[config.mk]
export PLATFORM = sky130hd
export DESIGN_NAME = reg_write_ctrl
export DESIGN_NICKNAME = d
export VERILOG_FILES = /design/src/rtl/reg_ctrl_pkg.sv /design/src/rtl/alu_wb_fifo.sv /design/src/rtl/reg_write_ctrl.sv
export SDC_FILE = /design/constraint.sdc
export NUM_CORES = 1
export LEC_CHECK = 0
export CAP_MARGIN = 25
export CORE_MARGIN = 8
export CORE_UTILIZATION = 47
export CTS_BUF_LIST = sky130_fd_sc_hd__clkbuf_16
export DETAILED_ROUTE_END_ITERATION = 8
export PLACE_DENSITY = 0.78
export SLEW_MARGIN = 30
export SYNTH_ARGS = -nofsm -noshare
export SYNTH_HDL_FRONTEND = slang
export SYNTH_SLANG_ARGS = --single-unit
[constraint.sdc]
create_clock -name CLK -period 2.6 [get_ports CLK]
set_clock_uncertainty 0.2 [all_clocks]
set_input_delay 0.52 -clock CLK [delete_from_list [all_inputs] [get_ports CLK]]
set_output_delay 0.52 -clock CLK [all_outputs]
set_load 0.05 [all_outputs]
[src/rtl/reg_ctrl_pkg.sv]
// Shared types and constants for the register-file write-port controller.
//   NUM_REGS/ADDR_W/DATA_W : register file geometry
//   state_t                : controller phase (clear sweep, then arbitration)
//   wb_entry_t             : one pending register write {addr, data}
package reg_ctrl_pkg;

  localparam int unsigned NUM_REGS = 8;
  localparam int unsigned ADDR_W   = 3;
  localparam int unsigned DATA_W   = 8;

  typedef enum logic {
    CLEAR = 1'b0,
    RUN   = 1'b1
  } state_t;

  typedef struct packed {
    logic [ADDR_W-1:0] addr;
    logic [DATA_W-1:0] data;
  } wb_entry_t;

endpackage

[src/rtl/alu_wb_fifo.sv]
// Pending-ALU-write FIFO with address lookups.
//   i_clk, i_rst_n   : clock, async active-low reset (empties the FIFO)
//   i_push/i_push_entry, i_pop : enqueue at tail / dequeue head (caller never pushes when full)
//   i_mem_addr       : address compared against every valid entry -> o_mem_match (per physical entry)
//   i_q_addr         : forwarding address -> o_q_hit/o_q_data (youngest matching entry)
//   o_head, o_count  : oldest entry and occupancy
module alu_wb_fifo
  import reg_ctrl_pkg::*;
#(
  parameter int unsigned DEPTH = 2
) (
  input  logic                        i_clk,
  input  logic                        i_rst_n,
  input  logic                        i_push,
  input  wb_entry_t                   i_push_entry,
  input  logic                        i_pop,
  input  logic [ADDR_W-1:0]           i_mem_addr,
  input  logic [ADDR_W-1:0]           i_q_addr,
  output wb_entry_t                   o_head,
  output logic [$clog2(DEPTH+1)-1:0]  o_count,
  output logic [DEPTH-1:0]            o_mem_match,
  output logic                        o_q_hit,
  output logic [DATA_W-1:0]           o_q_data
);

  localparam int unsigned PTR_W = (DEPTH > 1) ? $clog2(DEPTH) : 1;
  localparam int unsigned CNT_W = $clog2(DEPTH + 1);

  wb_entry_t        r_mem [DEPTH];
  logic [PTR_W-1:0] r_rd_ptr;
  logic [PTR_W-1:0] r_wr_ptr;
  logic [CNT_W-1:0] r_count;

  // Storage needs no reset: entries are qualified by the occupancy count.
  always_ff @(posedge i_clk) begin
    if (i_push) r_mem[r_wr_ptr] <= i_push_entry;
  end

  // Pointers and count; DEPTH is a power of two so pointers wrap naturally.
  always_ff @(posedge i_clk or negedge i_rst_n) begin
    if (!i_rst_n) begin
      r_rd_ptr <= '0;
      r_wr_ptr <= '0;
      r_count  <= '0;
    end else begin
      if (i_push) r_wr_ptr <= r_wr_ptr + PTR_W'(1);
      if (i_pop)  r_rd_ptr <= r_rd_ptr + PTR_W'(1);
      case ({i_push, i_pop})
        2'b10:   r_count <= r_count + CNT_W'(1);
        2'b01:   r_count <= r_count - CNT_W'(1);
        default: r_count <= r_count;
      endcase
    end
  end

  // Walk head->tail so a later (younger) match overrides an older one.
  always_comb begin
    logic [PTR_W-1:0] idx;
    idx         = '0;
    o_mem_match = '0;
    o_q_hit     = 1'b0;
    o_q_data    = '0;
    for (int unsigned i = 0; i < DEPTH; i++) begin
      idx = r_rd_ptr + PTR_W'(i);
      if (CNT_W'(i) < r_count) begin
        if (r_mem[idx].addr == i_mem_addr) o_mem_match[idx] = 1'b1;
        if (r_mem[idx].addr == i_q_addr) begin
          o_q_hit  = 1'b1;
          o_q_data = r_mem[idx].data;
        end
      end
    end
  end

  assign o_head  = r_mem[r_rd_ptr];
  assign o_count = r_count;

endmodule

[src/rtl/reg_write_ctrl.sv]
// Owner of the register-file write port, shared by ALU writeback and load return.
//   CLK, RESET (async, active-low)
//   ALU_VALID/ALU_ADDR/ALU_DATA -> ALU_READY : ALU writeback handshake (queued when it loses)
//   MEM_VALID/MEM_ADDR/MEM_DATA -> MEM_READY : load-return handshake (READY == grant)
//   WRITE/INADDRESS/IN : registered register-file write port
//   CLEAR_BUSY         : post-reset zeroing sweep in progress
//   QADDR -> QHIT/QDATA: forwarding lookup over not-yet-committed writes
module reg_write_ctrl
  import reg_ctrl_pkg::*;
#(
  parameter int unsigned DEPTH        = 2,
  parameter int unsigned STARVE_LIMIT = 3
) (
  input  logic              CLK,
  input  logic              RESET,
  input  logic              ALU_VALID,
  input  logic [ADDR_W-1:0] ALU_ADDR,
  input  logic [DATA_W-1:0] ALU_DATA,
  output logic              ALU_READY,
  input  logic              MEM_VALID,
  input  logic [ADDR_W-1:0] MEM_ADDR,
  input  logic [DATA_W-1:0] MEM_DATA,
  output logic              MEM_READY,
  output logic              WRITE,
  output logic [ADDR_W-1:0] INADDRESS,
  output logic [DATA_W-1:0] IN,
  output logic              CLEAR_BUSY,
  input  logic [ADDR_W-1:0] QADDR,
  output logic              QHIT,
  output logic [DATA_W-1:0] QDATA
);

  localparam int unsigned CNT_W = $clog2(DEPTH + 1);
  localparam int unsigned STV_W = $clog2(STARVE_LIMIT + 1);

  state_t            r_state;
  logic [ADDR_W-1:0] r_clr_cnt;
  logic [STV_W-1:0]  r_starve;

  state_t            w_state_nxt;
  logic [ADDR_W-1:0] w_clr_nxt;
  logic [STV_W-1:0]  w_starve_nxt;
  logic              w_wr_nxt;
  logic [ADDR_W-1:0] w_addr_nxt;
  logic [DATA_W-1:0] w_data_nxt;

  logic              w_alu_ready;
  logic              w_alu_acc;
  logic              w_alu_wait;
  logic              w_mem_grant;
  logic              w_push;
  logic              w_pop;

  wb_entry_t         w_alu_entry;
  wb_entry_t         w_head;
  logic [CNT_W-1:0]  w_fifo_cnt;
  logic [DEPTH-1:0]  w_mem_match;
  logic              w_fifo_q_hit;
  logic [DATA_W-1:0] w_fifo_q_data;
  logic              w_fifo_empty;
  logic              w_fifo_full;
  logic              w_mem_conflict;

  assign w_alu_entry.addr = ALU_ADDR;
  assign w_alu_entry.data = ALU_DATA;

  alu_wb_fifo #(
    .DEPTH(DEPTH)
  ) u_fifo (
    .i_clk        (CLK),
    .i_rst_n      (RESET),
    .i_push       (w_push),
    .i_push_entry (w_alu_entry),
    .i_pop        (w_pop),
    .i_mem_addr   (MEM_ADDR),
    .i_q_addr     (QADDR),
    .o_head       (w_head),
    .o_count      (w_fifo_cnt),
    .o_mem_match  (w_mem_match),
    .o_q_hit      (w_fifo_q_hit),
    .o_q_data     (w_fifo_q_data)
  );

  assign w_fifo_empty   = (w_fifo_cnt == '0);
  assign w_fifo_full    = (w_fifo_cnt == CNT_W'(DEPTH));
  // A load must not overtake an older queued ALU write to the same register.
  assign w_mem_conflict = |w_mem_match;

  // State, sweep counter, starvation counter and the registered write port.
  always_ff @(posedge CLK or negedge RESET) begin
    if (!RESET) begin
      r_state   <= CLEAR;
      r_clr_cnt <= '0;
      r_starve  <= '0;
      WRITE     <= 1'b0;
      INADDRESS <= '0;
      IN        <= '0;
    end else begin
      r_state   <= w_state_nxt;
      r_clr_cnt <= w_clr_nxt;
      r_starve  <= w_starve_nxt;
      WRITE     <= w_wr_nxt;
      INADDRESS <= w_addr_nxt;
      IN        <= w_data_nxt;
    end
  end

  // Next state, arbitration and next write-port value.
  always_comb begin
    w_state_nxt  = r_state;
    w_clr_nxt    = r_clr_cnt;
    w_starve_nxt = r_starve;
    w_wr_nxt     = 1'b0;
    w_addr_nxt   = '0;
    w_data_nxt   = '0;
    w_alu_ready  = 1'b0;
    w_alu_acc    = 1'b0;
    w_alu_wait   = 1'b0;
    w_mem_grant  = 1'b0;
    w_push       = 1'b0;
    w_pop        = 1'b0;
    case (r_state)
      CLEAR: begin
        w_wr_nxt   = 1'b1;
        w_addr_nxt = r_clr_cnt;
        w_clr_nxt  = r_clr_cnt + ADDR_W'(1);
        if (r_clr_cnt == ADDR_W'(NUM_REGS - 1)) w_state_nxt = RUN;
      end
      RUN: begin
        w_alu_ready = !w_fifo_full;
        w_alu_acc   = ALU_VALID && w_alu_ready;
        w_alu_wait  = !w_fifo_empty || w_alu_acc;
        w_mem_grant = MEM_VALID && !w_mem_conflict &&
                      !(w_alu_wait && (r_starve == STV_W'(STARVE_LIMIT)));
        if (w_mem_grant) begin
          w_wr_nxt   = 1'b1;
          w_addr_nxt = MEM_ADDR;
          w_data_nxt = MEM_DATA;
          w_push     = w_alu_acc;
          if (w_alu_wait && (r_starve < STV_W'(STARVE_LIMIT)))
            w_starve_nxt = r_starve + STV_W'(1);
        end else if (w_alu_wait) begin
          w_wr_nxt     = 1'b1;
          w_starve_nxt = '0;
          if (w_fifo_empty) begin
            // Bypass: accepted write goes straight to the port.
            w_addr_nxt = ALU_ADDR;
            w_data_nxt = ALU_DATA;
          end else begin
            w_pop      = 1'b1;
            w_addr_nxt = w_head.addr;
            w_data_nxt = w_head.data;
            w_push     = w_alu_acc;
          end
        end
      end
      default: w_state_nxt = CLEAR;
    endcase
  end

  assign ALU_READY  = w_alu_ready;
  assign MEM_READY  = w_mem_grant;
  assign CLEAR_BUSY = (r_state == CLEAR);

  // Forwarding, youngest first: this cycle's ALU accept, queued entries, port in flight.
  always_comb begin
    QHIT  = 1'b0;
    QDATA = '0;
    if (w_alu_acc && (ALU_ADDR == QADDR)) begin
      QHIT  = 1'b1;
      QDATA = ALU_DATA;
    end else if (w_fifo_q_hit) begin
      QHIT  = 1'b1;
      QDATA = w_fifo_q_data;
    end else if (WRITE && (INADDRESS == QADDR)) begin
      QHIT  = 1'b1;
      QDATA = IN;
    end
  end

endmodule

==> impl_metrics.ini <==
[logic_synthesis]
ys_async_sr_fraction_pct = 50.0
synth_edf_count = 22
synth.distinct_cells = 43
syn_avg_cell_area_um2 = 10.4
ys.flop_type = edfxtp_1
netlist_area_um2 = 2650
syn-num-nets = 291
ys_seq_area_share_pct = 45.7
synthTopCellsByCount = nand2_1, o21ai_0, dfrtp_1, edfxtp_1, mux2i_1
synth_compound_area_share_pct = 12.2
yosysMostFrequentCell = nand2_1
synthAdderAreaFrac_pct = 3.78
synth_top_family_by_area = simple AND/OR/NAND/NOR gates
synth-simple-area-share_pct = 15.8
yosysWarnings = 0
synth_top_cells_by_area = edfxtp_1, dfrtp_1, mux2i_1
synth_xor_area_share_pct = 7.61
yosys.area.top_type = edfxtp_1
synth_cells = 254
ys_seq_elements = 44
yosys.area.top_type_share_pct = 24.9
muxShareOfSynthArea_pct = 11.8

[layout]
drive_gt1_share_pct = 40.2
fin_nets = 409
final_cells = 445
antenna_cells = 0
area_delta_synth_final_pct = 68.8
fin_util_pct = 81.7

[timing]
fmax_ghz = 0.306
finalSetupViolCount = 42
slew_viol_final = 0
fin_ws_ns = -0.665
period_needed_ns = 3.27
finalSetupTns_ns = -12.49
rsz0062_at_grt = true
finalCritPeriodShare_pct = 126
hold_violations = 0
relSlewSlack_pct = 65.8
worst_pin_slew_ns = 0.512

[clock_tree]
worstSkewPairLatency_ns = 0.29
cts_buffers = 5
htreeDepth = 2
cts_tree = yes
cts_max_path_buffers = 2
cts_root_buf = clkbuf_16
path_clk_slew_ns = 0.06
cts_sinks = 44
hold_buffers = 0

[status]
violations = negative setup slack
status = complete, but fails checks

[power_and_ir_drop]
peakVddDrop_mv = 0.833
p_seq_share_pct = 19.7
switching_power_mw = 2.59
p_sw_share_pct = 44.7
combinationalPowerShare_pct = 69.3
p_per_area_nw_per_um2 = 1290
leakage_nw = 1.80
p_int_mw = 3.20
clockPowerShare_pct = 11.0

[routing]
wirelength_mm = 9.54
first_pass_iters = 5
wirelength_met1_mm = 3.33
wl_per_cell_um = 21.4
remaining_drc_errors = 0
drt_iter0_markers = 227
vias = 2591
ant_nets = 0
wl_met3_um = 648
dr_wl_met2_mm = 5.10
top_layer = met4
via_per_inst = 5.82

[worst_setup_path]
cp-endpoint = QDATA[0]
arrival_ns = 2.55
start_kind = input port
worstSetupEndpointType = output port
crit_chain = clkdlybuf4s50_1 > xnor2_1 > nor4_4 > buf_6 > nor2_4 > and3_4 > o32a_4 > buf_12
criticalPathCategory = in2out
timing.rr.start = u_fifo.r_rd_ptr
slowest_stage = clkdlybuf4s50_1
rr_worst_depth = 11
crit_start = QADDR[0]
cp.required_ns = 1.88
slowest_delay_ns = 0.59
reg2reg_slack_ns = -0.27
cp_max_fo = 5
reg2reg_to = u_fifo.r_mem[0][9]

[grt]
grt.total_usage_pct = 21.5
grt_pass1_wl_mm = 14.1
grt_max_degree = 23
grt_overflow_total = 0
antenna_found_initial = 0
grt_pass1_vias = 2782

[hold_path]
hold_start = r_clr_cnt[0]
hold_path.class = reg2reg

[floorplanning]
die_height_um = 91.1
coreArea_um2 = 5470
io_pins = 53
die_w_um = 91.1
die_area_um2 = 8290
initial_core_util_pct = 48.4
placementRows = 27

[place]
portBuffers = 52
place_hpwl_mm = 5.79
gp_congestion = 0.842
dp.cells = 420

[run]
maxCapViolations = 0
==> timing repair <==
| item | in CTS | in global routing |
|---|---|---|
| setup buffers | 12 | 8 |
| endpoints found under the setup margin | 37 | 49 |
| resized for setup | 26 | 25 |
| cloned | 1 | 0 |
| pin swaps | 15 | 11 |
==> metrics by stage <==
step	power, mW	hold WS, ns	instance area, um2	setup slack [ns]
floorplan	3.20	0.0244	2870	-0.175
global placement	4.47	0.257	3920	-0.671
detailed placement	4.56	0.281	3920	-0.716
CTS	5.45	0.295	4320	-0.661
global route	6.01	0.318	4470	-0.704
finish	5.78	0.305	4470	-0.665
==> registers in the layout (all words and copies together), names as in the netlist, 2 cells and up <==
| signal | count |
|---|---|
| IN | 8 |
| INADDRESS | 3 |
| r_clr_cnt | 3 |
| r_starve | 2 |
| u_fifo.o_count | 2 |
| u_fifo.r_mem | 22 |
==> layer usage <==
metal	vias up	track usage, %
met1	1257	22.9
met2	151	37.9
met5	-	0
met4	0	12.6
met3	42	5.10
li1	1141	-
==> power groups by stage <==
stage,logic (mW),clock network [mW],registers (mW)
finish,4.01,0.633,1.14
global route,4.20,0.657,1.15
CTS,3.70,0.630,1.12
detailed placement,3.44,0,1.12
global placement,3.36,0,1.11
floorplan,1.79,0,1.42
==> worst min-delay path by stage <==
| stage | end | slack [ns] | depth (start not counted) |
|---|---|---|---|
| 2_1_floorplan | INADDRESS[0] | 0.02 | 0 |
| 3_3_place_gp | r_starve[1] | 0.26 | 2 |
| 3_5_place_dp | r_starve[1] | 0.28 | 2 |
| 4_1_cts | r_starve[1] | 0.29 | 2 |
| 5_1_grt | r_clr_cnt[0] | 0.32 | 1 |
| 6_report | r_clr_cnt[0] | 0.30 | 1 |
==> final cells by class <==
class	count	area, um2
sequential	44	1210
tap	72	90.1
multi-input combinational	192	1730
clock buffer	5	125
fill	276	1000
inverter	6	22.5
timing repair buffer	123	1280
clock inverter	3	18.8
==> cell usage in the layout (no fill, tap or decap), types with 6 or more instances in the layout <==
| cell type | netlist | routed |
|---|---|---|
| edfxtp_1 | 22 | 22 |
| dfrtp_1 | 22 | 22 |
| o21ai_4 | 0 | 8 |
| buf_6 | 1 | 6 |
| nor2_1 | 15 | 12 |
| mux2i_4 | 0 | 6 |
| o21ai_0 | 24 | 9 |
| xnor2_1 | 17 | 14 |
| buf_4 | 1 | 59 |
| nand2_1 | 42 | 38 |
| clkdlybuf4s50_1 | 0 | 38 |
| mux2i_1 | 22 | 16 |
| buf_12 | 0 | 17 |
| a21oi_1 | 16 | 16 |
| ha_1 | 8 | 6 |
==> critical path: cells and delay by family <==
kind                   cells  cell delay (ns)
AO/OA/AOI/OAI              1             0.38
XOR/XNOR                   1             0.16
buffers and inverters      3             0.94
AND/OR/NAND/NOR            3             0.53
==> logic make-up after synthesis <==
| group | Yosys count |
|---|---|
| buf+inv | 18 |
| compound gates | 50 |
| flops | 44 |
| simple gates | 82 |
| mux | 29 |
| fa+ha+maj | 8 |
| xor+xnor | 23 |
No activity file was read; power rests on OpenSTA's default activity.
